`src/rtl/hamming74_pkg.sv`:
```
// Shared constants and FSM encoding for the serial Hamming(7,4) receive decoder.
// Optional corrected-error counter is enabled by the HAM_ERR_CNT_EN macro.
package hamming74_pkg;

  localparam int CW_LEN = 7;
  localparam int DATA_W = 4;

  typedef enum logic [1:0] {
    ST_COLLECT = 2'd0,
    ST_DECODE  = 2'd1,
    ST_EMIT    = 2'd2
  } state_e;

  // Bit i of a mask is codeword position i+1; a position is covered by syndrome
  // bit k when bit k of its position number is set.
  localparam logic [CW_LEN-1:0] SYN_MASK_S1 = 7'b1010101;
  localparam logic [CW_LEN-1:0] SYN_MASK_S2 = 7'b1100110;
  localparam logic [CW_LEN-1:0] SYN_MASK_S3 = 7'b1111000;

endpackage

```
`src/rtl/hamming74_syndrome.sv`:
```
// Combinational Hamming(7,4) syndrome and single-bit correction.
// cw_i[0] holds codeword position 1, cw_i[6] holds position 7.
module hamming74_syndrome
  import hamming74_pkg::*;
(
  input  logic [CW_LEN-1:0] cw_i,
  output logic [2:0]        syn_o,
  output logic [DATA_W-1:0] data_o
);

  logic [2:0]        syn;
  logic [CW_LEN-1:0] fixed;

  always_comb begin
    syn   = {^(cw_i & SYN_MASK_S3), ^(cw_i & SYN_MASK_S2), ^(cw_i & SYN_MASK_S1)};
    fixed = cw_i;
    if (syn != 3'd0) begin
      fixed[syn - 3'd1] = ~cw_i[syn - 3'd1];
    end
    syn_o  = syn;
    data_o = {fixed[2], fixed[4], fixed[5], fixed[6]};
  end

endmodule

```
`config.mk`:
```
export PLATFORM = sky130hd
export DESIGN_NAME = hamming74_syndrome
export DESIGN_NICKNAME = d
export VERILOG_FILES = /design/src/rtl/hamming74_pkg.sv /design/src/rtl/hamming74_syndrome.sv
export SDC_FILE = /design/constraint.sdc
export NUM_CORES = 1
export LEC_CHECK = 0
export ABC_CLOCK_PERIOD_IN_PS = 2800
export BUFFER_PORTS_ARGS = -buffer_cell sky130_fd_sc_hd__buf_2
export CAP_MARGIN = 25
export CELL_PAD_IN_SITES_DETAIL_PLACEMENT = 0
export CELL_PAD_IN_SITES_GLOBAL_PLACEMENT = 1
export CORE_AREA = 2 2 39 41
export DETAILED_ROUTE_END_ITERATION = 10
export DIE_AREA = 0 0 41 43
export GPL_TIMING_DRIVEN = 0
export PLACE_DENSITY = 0.57
export SLEW_MARGIN = 20
export SYNTH_ARGS = -nofsm -noshare
export SYNTH_HDL_FRONTEND = slang
export SYNTH_SLANG_ARGS = --single-unit
```
`constraint.sdc`:
```
create_clock -name vclk -period 2.8
set_input_delay 0.42 -clock vclk [all_inputs]
set_output_delay 0.42 -clock vclk [all_outputs]
set_load 0.005 [all_outputs]
```
==> flow_summary.json, run 1 <==
{
  "status": "completed",
  "cts_setup_buffers": 0,
  "core_area_um2": 1380,
  "port_buffers": 11,
  "cp-start-kind": "input pin",
  "setup_viol": 0,
  "yosys_warnings": 0,
  "setup_ws_ns": 0.269,
  "grt-busiest-layer": "met2",
  "critical_path_required_ns": 2.38,
  "via_count": 288,
  "mostFrequentLayoutCells": "12 x buf_2, 10 x xnor2_1, 5 x nand2_1",
  "max_stage_delay_ns": 0.32,
  "hold_viol_final": 0,
  "layout.cells.most_common": "buf_2",
  "cp_top_family": "XOR/XNOR gates",
  "arrival_ns": 2.11,
  "slew_violations": 0,
  "initialDrtViolationCount": 5,
  "dp_slack_ns": 0.193,
  "wirelength_um": 598,
  "worstSetupPathType": "input pin to output port",
  "seq_cell_count": 0,
  "routedWlPerCell_um": 8.79,
  "hold_path_depth": 3,
  "maxSlewHeadroom_pct": 77.5,
  "max_freq_mhz": 395,
  "seq_area_um2": 0,
  "cts_hold_buf": 0,
  "end_kind": "output port",
  "routabilityCongestion": 0.712,
  "io_pins": 14,
  "cap_violations": 0,
  "grt_pass1_wl_um": 1000,
  "drive_above_1_share_pct": 32.7,
  "critPathBufInv": 2,
  "nClkBuffers": 0,
  "syn_to_final_growth_pct": 29.6,
  "diodes": 0,
  "post_cts_resize_count": 0,
  "yosysSeqAreaShare_pct": 0,
  "worst_ir_drop_vdd_mv": 0.0698,
  "grt_overflow_total": 0,
  "syn_area_um2": 279,
  "p_leak_nw": 0.159,
  "start_util_pct": 20.2,
  "die_w_um": 41,
  "power_density_nw_per_um2": 284,
  "grt_pass1_vias": 251,
  "met1_usage_pct": 11.4,
  "dpl.hpwl_um": 524,
  "worstPathCellList": "buf_2 > xnor2_1 > xnor2_1 > nor2_1 > ha_1 > nor2_1 > nand2_1 > nor2_1 > xnor2_1 > buf_2",
  "finalCritPeriodShare_pct": 90.4,
  "vias_per_cell": 4.24,
  "grt_usage_pct": 7.49,
  "grt_max_degree": 8,
  "use_met3_pct": 0,
  "critPathLaunch": "cw_i[4]",
  "worstHoldStart": "cw_i[6]",
  "crit_fanout": 6,
  "drc": 0,
  "dr.pass1.iters": 4,
  "ys_types": 22,
  "placement_rows": 14,
  "use_met2_pct": 12.2,
  "syn_area_per_cell_um2": 6.81,
  "die-area_um2": 1760,
  "final_util_pct": 26.1,
  "hp-class": "input pin to output port",
  "rsz0062_at_grt": "no",
  "worstMarginPinSlew_ns": 0.336,
  "period_needed_ns": 2.53,
  "cp.depth": 10,
  "ant_nets": 0,
  "slowest_stage": "xnor2_1",
  "nets": 62,
  "antenna_found_initial": 0,
  "fin_tns_setup_ns": 0,
  "die_h_um": 43,
  "netlist_instances": 41,
  "syn_nets": 49
}
per-layer routing:
layer | part of all wire (%) | routed length [um]
met4 | 0 | 0
met3 | 6.4 | 38
met2 | 44 | 265
met1 | 49 | 293
met5 | 0 | 0
area by class of cell:
class	count	area, um2
Multi-Input combinational cell	35	254
Fill cell	174	1020
Timing Repair Buffer	11	55.1
Buffer	3	21.3
Inverter	3	11.3
Tap cell	16	20.0
path summary, 6_finish.rpt:
check	slack, ns	end
setup / recovery	0.27	data_o[2]
hold / removal	1.13	data_o[0]
kinds of logic after synthesis:
kind of cell | share of synthesized area [%]
AOI/OAI and AO/OA | 14.8
adders and majority gates | 4.48
buffers and inverters | 11.7
xor gates and xnor gates | 34.5
muxes | 7.62
and+or+nand+nor | 26.9
synthesized netlist by cell type, drive strengths merged:
| master | count | area share, % |
|---|---|---|
| xnor2 | 10 | 31 |
| nand2 | 5 | 6.7 |
| inv | 3 | 4.0 |
| nor2 | 3 | 4.0 |
| o21ai | 3 | 6.7 |
| buf | 2 | 5.8 |
| nand3b | 2 | 5.4 |
| and3 | 1 | 2.7 |
| clkbuf | 1 | 1.8 |
| ha | 1 | 4.5 |
| mux2 | 1 | 4.0 |
| mux2i | 1 | 3.6 |
| nand3 | 1 | 1.8 |
| nor3 | 1 | 1.8 |
| o211ai | 1 | 2.7 |
| o221ai | 1 | 3.1 |
| o22ai | 1 | 2.2 |
| or2 | 1 | 2.2 |
| or3 | 1 | 2.2 |
| xor2 | 1 | 3.1 |
per-stage QoR:
step                total power, W  hold WS, ns  instance area (um2)  std cells
floorplan                0.0000716        0.957                  279         41
detailed placement        0.000105         1.13                  354         68
global placement          0.000104         1.12                  354         68
finish                    0.000103         1.13                  362         68
global route              0.000120         1.15                  362         68
CTS                       0.000105         1.13                  354         68
where the power goes:
| group | switching [W] | internal, W | total [W] |
|---|---|---|---|
| sequential | 0 | 0 | 0 |
| combinational | 0.0000519 | 0.0000509 | 0.000103 |
| clock | 0 | 0 | 0 |
| total | 0.0000519 | 0.0000509 | 0.000103 |
Note: power is estimated with default switching activity, not from simulation.
==> run 2, diff against run 1 <==
- REMOVE_ABC_BUFFERS: not set -> 1
==> run 2 against run 1 <==
Sequential share of layout area did not move; critical path depth is 1 higher; worst setup slack lost 0.074 ns; core utilization down 0.45 points; routed wire length up 1.7%; clock-buffer cell count unchanged; worst hold slack better by 0.083 ns; die area unchanged; global-route usage is 0.90 points lower; fmax shrank 2.8%; largest cell class unchanged; largest power group unchanged.
==> flow_summary.json, run 2 (synthesis results as in run 1) <==
{
  "hp-class": "input pin to output port",
  "fillers": 162,
  "crit_fanout": 7,
  "via_count": 295,
  "p_sw_w": 0.0000524,
  "use_met2_pct": 11.3,
  "critPathBufInv": 2,
  "final_util_pct": 25.7,
  "met1_usage_pct": 9.49,
  "maxSlewHeadroom_pct": 77.2,
  "finalPower_w": 0.000103,
  "critical_path_required_ns": 2.38,
  "p_comb_share_pct": 100.0,
  "nets": 62,
  "placement_rows": 14,
  "max_stage_delay_ns": 0.29,
  "grt_usage_pct": 6.59,
  "slew_violations": 0,
  "initialDrtViolationCount": 0,
  "start_util_pct": 20.2,
  "cap_violations": 0,
  "diodes": 0,
  "grt-busiest-layer": "met2",
  "cp-start-kind": "input pin",
  "max_freq_mhz": 384,
  "die_w_um": 41,
  "seq_cell_count": 0,
  "slowest_stage": "ha_1",
  "nClkBuffers": 0,
  "p_leak_nw": 0.156,
  "ant_nets": 0,
  "io_pins": 14,
  "grt_pass1_vias": 233,
  "routedWlPerCell_um": 8.94,
  "hold_viol_final": 0,
  "syn_to_final_growth_pct": 27.4,
  "die_h_um": 43,
  "period_needed_ns": 2.60,
  "worst_ir_drop_vdd_mv": 0.0559,
  "hold_path_end": "data_o[1]",
  "path_common_cell": "nor2_1",
  "routabilityCongestion": 0.731,
  "setup_viol": 0,
  "mostFrequentLayoutCells": "14 x buf_2, 10 x xnor2_1, 5 x nand2_1",
  "grt_overflow_total": 0,
  "rsz0062_at_grt": "no",
  "hold_path_depth": 3,
  "antenna_found_initial": 0,
  "status": "completed",
  "layout.cells.most_common": "buf_2",
  "dpl.hpwl_um": 513,
  "worstMarginPinSlew_ns": 0.339,
  "internal-power_w": 0.0000501,
  "worstHoldStart": "cw_i[5]",
  "seq_power_share_pct": 0,
  "worstSetupPathType": "input pin to output port",
  "arrival_ns": 2.18,
  "finalCritPeriodShare_pct": 93.0,
  "core_area_um2": 1380,
  "dr.pass1.iters": 1,
  "power_density_nw_per_um2": 288,
  "drive_above_1_share_pct": 32.7,
  "fin_tns_setup_ns": 0,
  "end_kind": "output port",
  "grt_pass1_wl_um": 883,
  "cp_top_family": "simple AND/OR/NAND/NOR gates",
  "wirelength_um": 608,
  "worstPathCellList": "buf_2 > xor2_2 > or2_1 > nand2_1 > nor2_1 > ha_1 > nor2_1 > nand2_1 > nor2_1 > xnor2_1 > buf_2",
  "vias_per_cell": 4.34,
  "grt_max_degree": 8,
  "use_met3_pct": 0,
  "drc": 0,
  "die-area_um2": 1760,
  "p_sw_share_pct": 51.1,
  "port_buffers": 14,
  "seq_area_um2": 0,
  "cts_setup_buffers": 0,
  "clkPwrFrac_pct": 0
}
run 2: worst max-delay path by stage:
stage          startpoint         to  slack (ns)  cells after the start
2_1_floorplan     cw_i[6]  data_o[2]        0.58                      9
3_3_place_gp      cw_i[6]  data_o[2]        0.15                     11
3_5_place_dp      cw_i[6]  data_o[2]        0.14                     11
4_1_cts           cw_i[6]  data_o[2]        0.13                     11
5_1_grt           cw_i[6]  data_o[2]        0.04                     11
6_report          cw_i[6]  data_o[2]        0.20                     11
run 2: cell type report:
class / instances / area, um2 / share of cell area [%]
multi-input cells: 35 / 254 / 71.5
repair buffers: 14 / 70.1 / 19.7
well taps: 16 / 20.0 / 5.63
inverters: 3 / 11.3 / 3.17
run 2: metrics by stage:
stage / std cells / worst slack, ns / hold WS [ns] / instance area [um2]
finish: 68 / 0.196 / 1.21 / 355
global route: 68 / 0.0418 / 1.26 / 355
CTS: 68 / 0.133 / 1.21 / 348
detailed placement: 68 / 0.143 / 1.21 / 348
global placement: 68 / 0.146 / 1.21 / 348
floorplan: 38 / 0.581 / 0.900 / 258
run 2: timing repair:
item	CTS	global route
hold endpoints to repair	0	0
gates resized for setup	0	1
hold buffers	0	0
setup endpoints to repair	0	1
run 2: power groups by stage:
stage | clock network (W) | logic, W | registers, W
6_report | 0 | 0.000103 | 0
5_1_grt | 0 | 0.000117 | 0
4_1_cts | 0 | 0.000104 | 0
3_5_place_dp | 0 | 0.000103 | 0
3_3_place_gp | 0 | 0.000103 | 0
2_1_floorplan | 0 | 0.0000659 | 0
run 2: metal layers:
metal	share of wire, %	wire length (um)
met2	45	272
met3	5.6	34
met1	50	301
met4	0	0
met5	0	0
